### src/rtl/usb3_rd_pkg.sv
// Shared constants for the FX3 slave-FIFO read path: FSM state encoding,
// idle strobe levels and the header mask/pattern used by the cache writer.
package usb3_rd_pkg;

  typedef enum logic [3:0] {
    ST_IDLE      = 4'd0,
    ST_ADDR      = 4'd1,
    ST_FLAG_WAIT = 4'd2,
    ST_OE        = 4'd3,
    ST_PRIME     = 4'd4,
    ST_RSVD      = 4'd5,
    ST_STREAM    = 4'd6,
    ST_DONE      = 4'd7
  } rd_state_e;

  localparam logic        STROBE_IDLE   = 1'b1;
  localparam logic [1:0]  FIFO_ADDR_DEF = 2'b00;
  localparam logic [31:0] HDR_MASK      = 32'hff0000ff;
  localparam logic [31:0] HDR_PATTERN   = 32'hff0000aa;

  function automatic logic is_header(input logic [31:0] word);
    return (word & HDR_MASK) == HDR_PATTERN;
  endfunction

endpackage

### src/rtl/usb3_dq_capture.sv
// FX3 data input register plus a RD_LATENCY-deep valid pipeline that tracks
// which captured words correspond to issued read strobes.
module usb3_dq_capture #(
  parameter int RD_LATENCY = 3
) (
  input  logic        clk_i,
  input  logic        rst_ni,
  input  logic        slrd_n_i,
  input  logic [31:0] dq_i,
  output logic [31:0] data_o,
  output logic        valid_o
);

  logic [31:0]           data_q;
  logic [RD_LATENCY-1:0] vld_q;
  logic [RD_LATENCY-1:0] vld_d;

  generate
    if (RD_LATENCY == 1) begin : g_lat1
      assign vld_d = ~slrd_n_i;
    end else begin : g_latn
      assign vld_d = {vld_q[RD_LATENCY-2:0], ~slrd_n_i};
    end
  endgenerate

  // Data register samples the bus every cycle; valid shifts with the strobe.
  always_ff @(posedge clk_i) begin
    if (!rst_ni) begin
      data_q <= 32'd0;
      vld_q  <= '0;
    end else begin
      data_q <= dq_i;
      vld_q  <= vld_d;
    end
  end

  assign data_o  = data_q;
  assign valid_o = vld_q[RD_LATENCY-1];

endmodule

### src/rtl/usb3_slave_fifo_rd.sv
// FX3 GPIF-II slave-FIFO read master: fixed-length bursts into a 32-bit stream.
// Optional statistics counters are enabled with `define USB3_RD_STATS_EN.
module usb3_slave_fifo_rd
  import usb3_rd_pkg::*;
#(
  parameter int         BURST_LEN   = 256,
  parameter int         RD_LATENCY  = 3,
  parameter int         FLAG_SETTLE = 3,
  parameter int         POST_GAP    = 4,
  parameter logic [1:0] FIFO_ADDR   = FIFO_ADDR_DEF
) (
  input  logic        wrclock,
  input  logic        rst_n,
  input  logic        rd_en,
  input  logic        USB3_FLAGA,
  input  logic [31:0] USB3_DQ,
  output logic [1:0]  USB3_A,
  output logic        USB3_SLCS_N,
  output logic        USB3_SLOE_N,
  output logic        USB3_SLRD_N,
  output logic        USB3_SLWR_N,
  output logic        USB3_PKTEND_N,
  output logic [31:0] data,
  output logic [3:0]  usb_rd_state,
`ifdef USB3_RD_STATS_EN
  output logic [15:0] burst_cnt,
  output logic [15:0] abort_cnt,
`endif
  output logic        burst_done
);

  localparam int CW = $clog2(BURST_LEN + 1);
  localparam int TW = 8;

  rd_state_e     state_q, state_d;
  logic [TW-1:0] tmr_q, tmr_d;
  logic [CW-1:0] iss_q, iss_d, cap_q, cap_d;
  logic          slcs_n_q, slcs_n_d, sloe_n_q, sloe_n_d, slrd_n_q, slrd_n_d;
  logic          done_q, done_d;
  logic          cap_valid;

  usb3_dq_capture #(.RD_LATENCY(RD_LATENCY)) u_cap (
    .clk_i    (wrclock),
    .rst_ni   (rst_n),
    .slrd_n_i (slrd_n_q),
    .dq_i     (USB3_DQ),
    .data_o   (data),
    .valid_o  (cap_valid)
  );

  // Next state, counters and strobe levels; strobes follow the next state.
  always_comb begin
    state_d = state_q;
    tmr_d   = tmr_q;
    iss_d   = slrd_n_q ? iss_q : iss_q + CW'(1);
    cap_d   = cap_valid ? cap_q + CW'(1) : cap_q;
    done_d  = 1'b0;
    case (state_q)
      ST_IDLE: begin
        tmr_d = '0;
        iss_d = '0;
        cap_d = '0;
        if (rd_en && USB3_FLAGA) state_d = ST_ADDR;
        else                     state_d = ST_IDLE;
      end
      ST_ADDR: begin
        tmr_d   = '0;
        state_d = ST_FLAG_WAIT;
      end
      ST_FLAG_WAIT: begin
        if (tmr_q == TW'(FLAG_SETTLE - 1)) begin
          tmr_d   = '0;
          state_d = USB3_FLAGA ? ST_OE : ST_IDLE;
        end else begin
          tmr_d = tmr_q + TW'(1);
        end
      end
      ST_OE: begin
        tmr_d   = '0;
        state_d = ST_PRIME;
      end
      ST_PRIME: begin
        if (tmr_q == TW'(RD_LATENCY - 1)) begin
          tmr_d   = '0;
          state_d = ST_STREAM;
        end else begin
          tmr_d = tmr_q + TW'(1);
        end
      end
      ST_STREAM: begin
        // cap_q counts words already delivered, so this is the last one
        if (cap_q >= CW'(BURST_LEN - 1)) begin
          tmr_d   = '0;
          done_d  = 1'b1;
          state_d = ST_DONE;
        end else begin
          state_d = ST_STREAM;
        end
      end
      ST_DONE: begin
        if (tmr_q == TW'(POST_GAP - 1)) begin
          tmr_d   = '0;
          state_d = ST_IDLE;
        end else begin
          tmr_d = tmr_q + TW'(1);
        end
      end
      default: begin
        tmr_d   = '0;
        state_d = ST_IDLE;
      end
    endcase

    slcs_n_d = !(state_d inside {ST_ADDR, ST_FLAG_WAIT, ST_OE, ST_PRIME, ST_STREAM});
    sloe_n_d = !(state_d inside {ST_OE, ST_PRIME, ST_STREAM});
    if ((state_d inside {ST_PRIME, ST_STREAM}) && (iss_d < CW'(BURST_LEN))) slrd_n_d = 1'b0;
    else                                                                   slrd_n_d = STROBE_IDLE;
  end

  // State, counters and registered pin strobes.
  always_ff @(posedge wrclock) begin
    if (!rst_n) begin
      state_q  <= ST_IDLE;
      tmr_q    <= '0;
      iss_q    <= '0;
      cap_q    <= '0;
      slcs_n_q <= STROBE_IDLE;
      sloe_n_q <= STROBE_IDLE;
      slrd_n_q <= STROBE_IDLE;
      done_q   <= 1'b0;
    end else begin
      state_q  <= state_d;
      tmr_q    <= tmr_d;
      iss_q    <= iss_d;
      cap_q    <= cap_d;
      slcs_n_q <= slcs_n_d;
      sloe_n_q <= sloe_n_d;
      slrd_n_q <= slrd_n_d;
      done_q   <= done_d;
    end
  end

`ifdef USB3_RD_STATS_EN
  logic [15:0] burst_cnt_q, abort_cnt_q;

  // Saturating completed-burst and FLAG_WAIT-abort counters.
  always_ff @(posedge wrclock) begin
    if (!rst_n) begin
      burst_cnt_q <= 16'd0;
      abort_cnt_q <= 16'd0;
    end else begin
      if (done_d && (burst_cnt_q != 16'hFFFF)) burst_cnt_q <= burst_cnt_q + 16'd1;
      if ((state_q == ST_FLAG_WAIT) && (state_d == ST_IDLE) && (abort_cnt_q != 16'hFFFF))
        abort_cnt_q <= abort_cnt_q + 16'd1;
    end
  end

  assign burst_cnt = burst_cnt_q;
  assign abort_cnt = abort_cnt_q;
`endif

  assign USB3_A        = FIFO_ADDR;
  assign USB3_SLCS_N   = slcs_n_q;
  assign USB3_SLOE_N   = sloe_n_q;
  assign USB3_SLRD_N   = slrd_n_q;
  assign USB3_SLWR_N   = STROBE_IDLE;
  assign USB3_PKTEND_N = STROBE_IDLE;
  assign usb_rd_state  = state_q;
  assign burst_done    = done_q;

endmodule

### config.mk
export PLATFORM = sky130hd
export DESIGN_NAME = usb3_slave_fifo_rd
export DESIGN_NICKNAME = d
export VERILOG_FILES = /design/src/rtl/usb3_rd_pkg.sv /design/src/rtl/usb3_dq_capture.sv /design/src/rtl/usb3_slave_fifo_rd.sv
export SDC_FILE = /design/constraint.sdc
export NUM_CORES = 1
export LEC_CHECK = 0
export ABC_CLOCK_PERIOD_IN_PS = 1970
export CELL_PAD_IN_SITES_DETAIL_PLACEMENT = 0
export CELL_PAD_IN_SITES_GLOBAL_PLACEMENT = 1
export CORE_MARGIN = 10
export CORE_UTILIZATION = 34
export CTS_BUF_LIST = sky130_fd_sc_hd__clkbuf_8 sky130_fd_sc_hd__clkbuf_16
export CTS_CLUSTER_SIZE = 16
export DETAILED_ROUTE_END_ITERATION = 10
export PLACE_DENSITY_LB_ADDON = 0.1
export SLEW_MARGIN = 20
export SYNTH_ARGS = -nofsm -noshare
export SYNTH_HDL_FRONTEND = slang
export SYNTH_SLANG_ARGS = --single-unit
export TNS_END_PERCENT = 20
### constraint.sdc
create_clock -name wrclock -period 1.97 [get_ports wrclock]
set_input_delay 0.197 -clock wrclock [delete_from_list [all_inputs] [get_ports wrclock]]
set_output_delay 0.197 -clock wrclock [all_outputs]
set_load 0.05 [all_outputs]
==> impl_metrics.tcl <==
set metrics [dict create \
    status "completed" \
    start_kind "flop" \
    antenna_left 0 \
    power.total_mw 2.93 \
    overflow 0 \
    drv_slew 0 \
    maxCapViolCount 0 \
    whs_ps 431 \
    netlist.area_leader.share_pct 52.3 \
    finalWirelength_um 6340 \
    area_delta_synth_final_pct 41.8 \
    antenna_found_initial 0 \
    required_ps 2240 \
    post-dp-hpwl_um 4790 \
    synth_cells 277 \
    cts_max_path_buffers 2 \
    period_needed_ps 1830 \
    synth_compound_area_share_pct 9.67 \
    final_common_cell "clkdlybuf4s50_1" \
    gp_congestion 0.824 \
    clock_latency_ps 340 \
    layout_common_cells "clkdlybuf4s50_1, dfxtp_1, and2_1" \
    die_y_um 108 \
    dr.pass1.iters 4 \
    pin_count 80 \
    rsz0062_at_grt "false" \
    wl_per_cell_um 13.5 \
    top_usage_layer "met2" \
    worst-setup-path-type "reg2reg" \
    setup_viol 0 \
    port_buffers 75 \
    finalCritPeriodShare_pct 92.8 \
    power.density_nw_per_um2 783 \
    synth_ff_type "dfxtp_1" \
    rows 32 \
    yosys.area_share.adder_pct 2.37 \
    ys_seq_area_share_pct 52.3 \
    met1_usage_pct 13.3 \
    initial_utilization_pct 34.5 \
    drt_iter0_markers 70 \
    grt_pass1_vias 2092 \
    n_antenna_cell 0 \
    drive_above_1_share_pct 10.6 \
    yosys.area_share.xor_xnor_pct 5.31 \
    ys_ff_latch 69 \
    htree_levels 3 \
    viasPerCell 4.62 \
    worst_pin_slew_ps 539 \
    core_um2 7650 \
    muxShareOfSynthArea_pct 1.14 \
    die_w_um 108 \
    numCtsBuffers 9 \
    synth_edf_count 0 \
    worstHoldPathType "in2reg" \
    track_usage_pct 11.1 \
    clk_pin_slew_ps 80 \
    fillers 744 \
    synth_top_family_by_area "simple AND/OR/NAND/NOR gates" \
    yosys-top-cells-area "dfxtp_1, and2_1, nor2_1, xor2_1, ha_1" \
    grt_pass1_wl_um 10300 \
    met2_usage_pct 16.5 \
    vias 2167 \
    skew_ps 4.93 \
    finalHoldViolations 0 \
    drc 0 \
    nNetsFinal 403 \
    synth_warnings 0 \
    avgSynthCellArea_um2 9.53 \
    slew_headroom_pct 63.9 \
    crit_path_max_fanout 4 \
    cp.arrival_ps 2100 \
    synth_cell_types 44 \
    yosys.area.top_type "dfxtp_1" \
    vdd_drop_max_mv 0.381 \
    fmax_mhz 547 \
    pre_cts_ws_ps -20.2 \
    total_leakage_power_nw 1.39 \
    die_area_um2 11700 \
    root_buffer "clkbuf_8" \
    cts_num_sinks 69 \
    endpoint_kind "flop" \
    met3_usage_pct 5.12 \
    cts_tree "built" \
    grt_max_degree 25 \
    finalWorstSetupSlack_ps 142 \
    hold_buffers 0 \
    synth-async-reset-ratio_pct 0 \
    post_cts.repair.setup_buffers 0 \
    syn_area_um2 2640 \
    synth-simple-area-share_pct 25.1 \
]
## metrics by stage
| stage | TNS [ps] | cell area [um^2] | std cells | util (%) |
|---|---|---|---|---|
| 5_1_grt | 0 | 3740 | 469 | 48.9 |
| 3_3_place_gp | 0 | 3520 | 453 | 46.1 |
| 2_1_floorplan | 0 | 2650 | 280 | - |
| 4_1_cts | -39.2 | 3720 | 469 | 48.7 |
| 6_report | 0 | 3740 | 469 | 48.9 |
| 3_5_place_dp | -38.9 | 3520 | 453 | 46.1 |
## cell families after synthesis
kind of cell               Yosys count
and+or+nand+nor                    125
DFF                                 69
AOI/OAI and AO/OA                   35
buffers and inverters               22
xor gates and xnor gates            16
adders and majority gates            5
muxes                                3
other                                2
## where the power goes
part | switching [mW] | total, mW | internal (mW) | leakage [nW]
registers | 0.0135 | 1.45 | 1.43 | 0.565
logic | 0.217 | 0.368 | 0.152 | 0.719
clock network | 0.536 | 1.12 | 0.580 | 0.105
total | 0.766 | 2.93 | 2.16 | 1.39
## flip-flops by register name, indices dropped and copies added, names as in the netlist, 3 cells and up
| register | flops |
|---|---|
| tmr_q | 8 |
| u_cap.vld_q | 3 |
| u_cap.data_o | 32 |
| usb_rd_state | 4 |
| iss_q | 9 |
| cap_q | 9 |
## worst paths after layout
kind,from,endpoint,slack [ps],depth (start not counted)
worst min register to register,u_cap.vld_q[0]$_SDFF_PN0_,u_cap.vld_q[1]$_SDFF_PN0_,440,1
worst max-delay path,cap_q[0]$_SDFFE_PP0P_,tmr_q[3]$_SDFFE_PN0P_,140,9
worst min-delay path,USB3_DQ[19],u_cap.data_o[19]$_SDFF_PN0_,430,2
worst max register to register,cap_q[0]$_SDFFE_PP0P_,tmr_q[3]$_SDFFE_PN0P_,140,9
## synthesized netlist by cell type, types with 2 or more instances
| master | count |
|---|---|
| mux2i_1 | 3 |
| a21oi_1 | 7 |
| inv_1 | 7 |
| a41oi_1 | 2 |
| nor3b_1 | 2 |
| buf_4 | 4 |
| and3_1 | 7 |
| a31oi_1 | 7 |
| ha_1 | 5 |
| nand3_1 | 11 |
| nand4_1 | 6 |
| o2bb2ai_1 | 2 |
| o21ai_1 | 5 |
| and2_1 | 38 |
| nand2b_1 | 2 |
| xor2_1 | 11 |
| dfxtp_1 | 69 |
| nand2_1 | 14 |
| buf_2 | 2 |
| clkbuf_1 | 8 |
| nor2b_1 | 3 |
| conb_1 | 2 |
| or3_1 | 2 |
| nor3_1 | 2 |
| xnor2_1 | 5 |
| nor2_1 | 33 |
## layer usage
metal  share of wire (%)  wire length [um]
met5                   0                 0
met2                  44              2780
met4                 2.2               140
met1                  45              2830
met3                 9.2               583
## area by class of cell
type	count	area, um^2	share of cell area (%)
repair buffers	85	816	21.8
clock buffers	9	124	3.31
clock inverters	7	66.3	1.77
inverters	8	30.0	0.802
flip-flops and latches	69	1380	36.9
multi-input cells	189	1200	32.0
well taps	102	128	3.41
## what timing repair did
item,CTS,global route
pin swaps,0,2
endpoints found under the setup margin,6,10
resized for setup,2,4
## critical path: stages (launching register included)
cell and delay (ps):
dfxtp_1 340, ha_2 210, nand2_2 80, nor2_1 40
ha_1 160, or2_1 230, a41oi_2 260, and2_1 220
nand2_1 60, a31oi_1 140
Power figures use the tool's default switching activity.
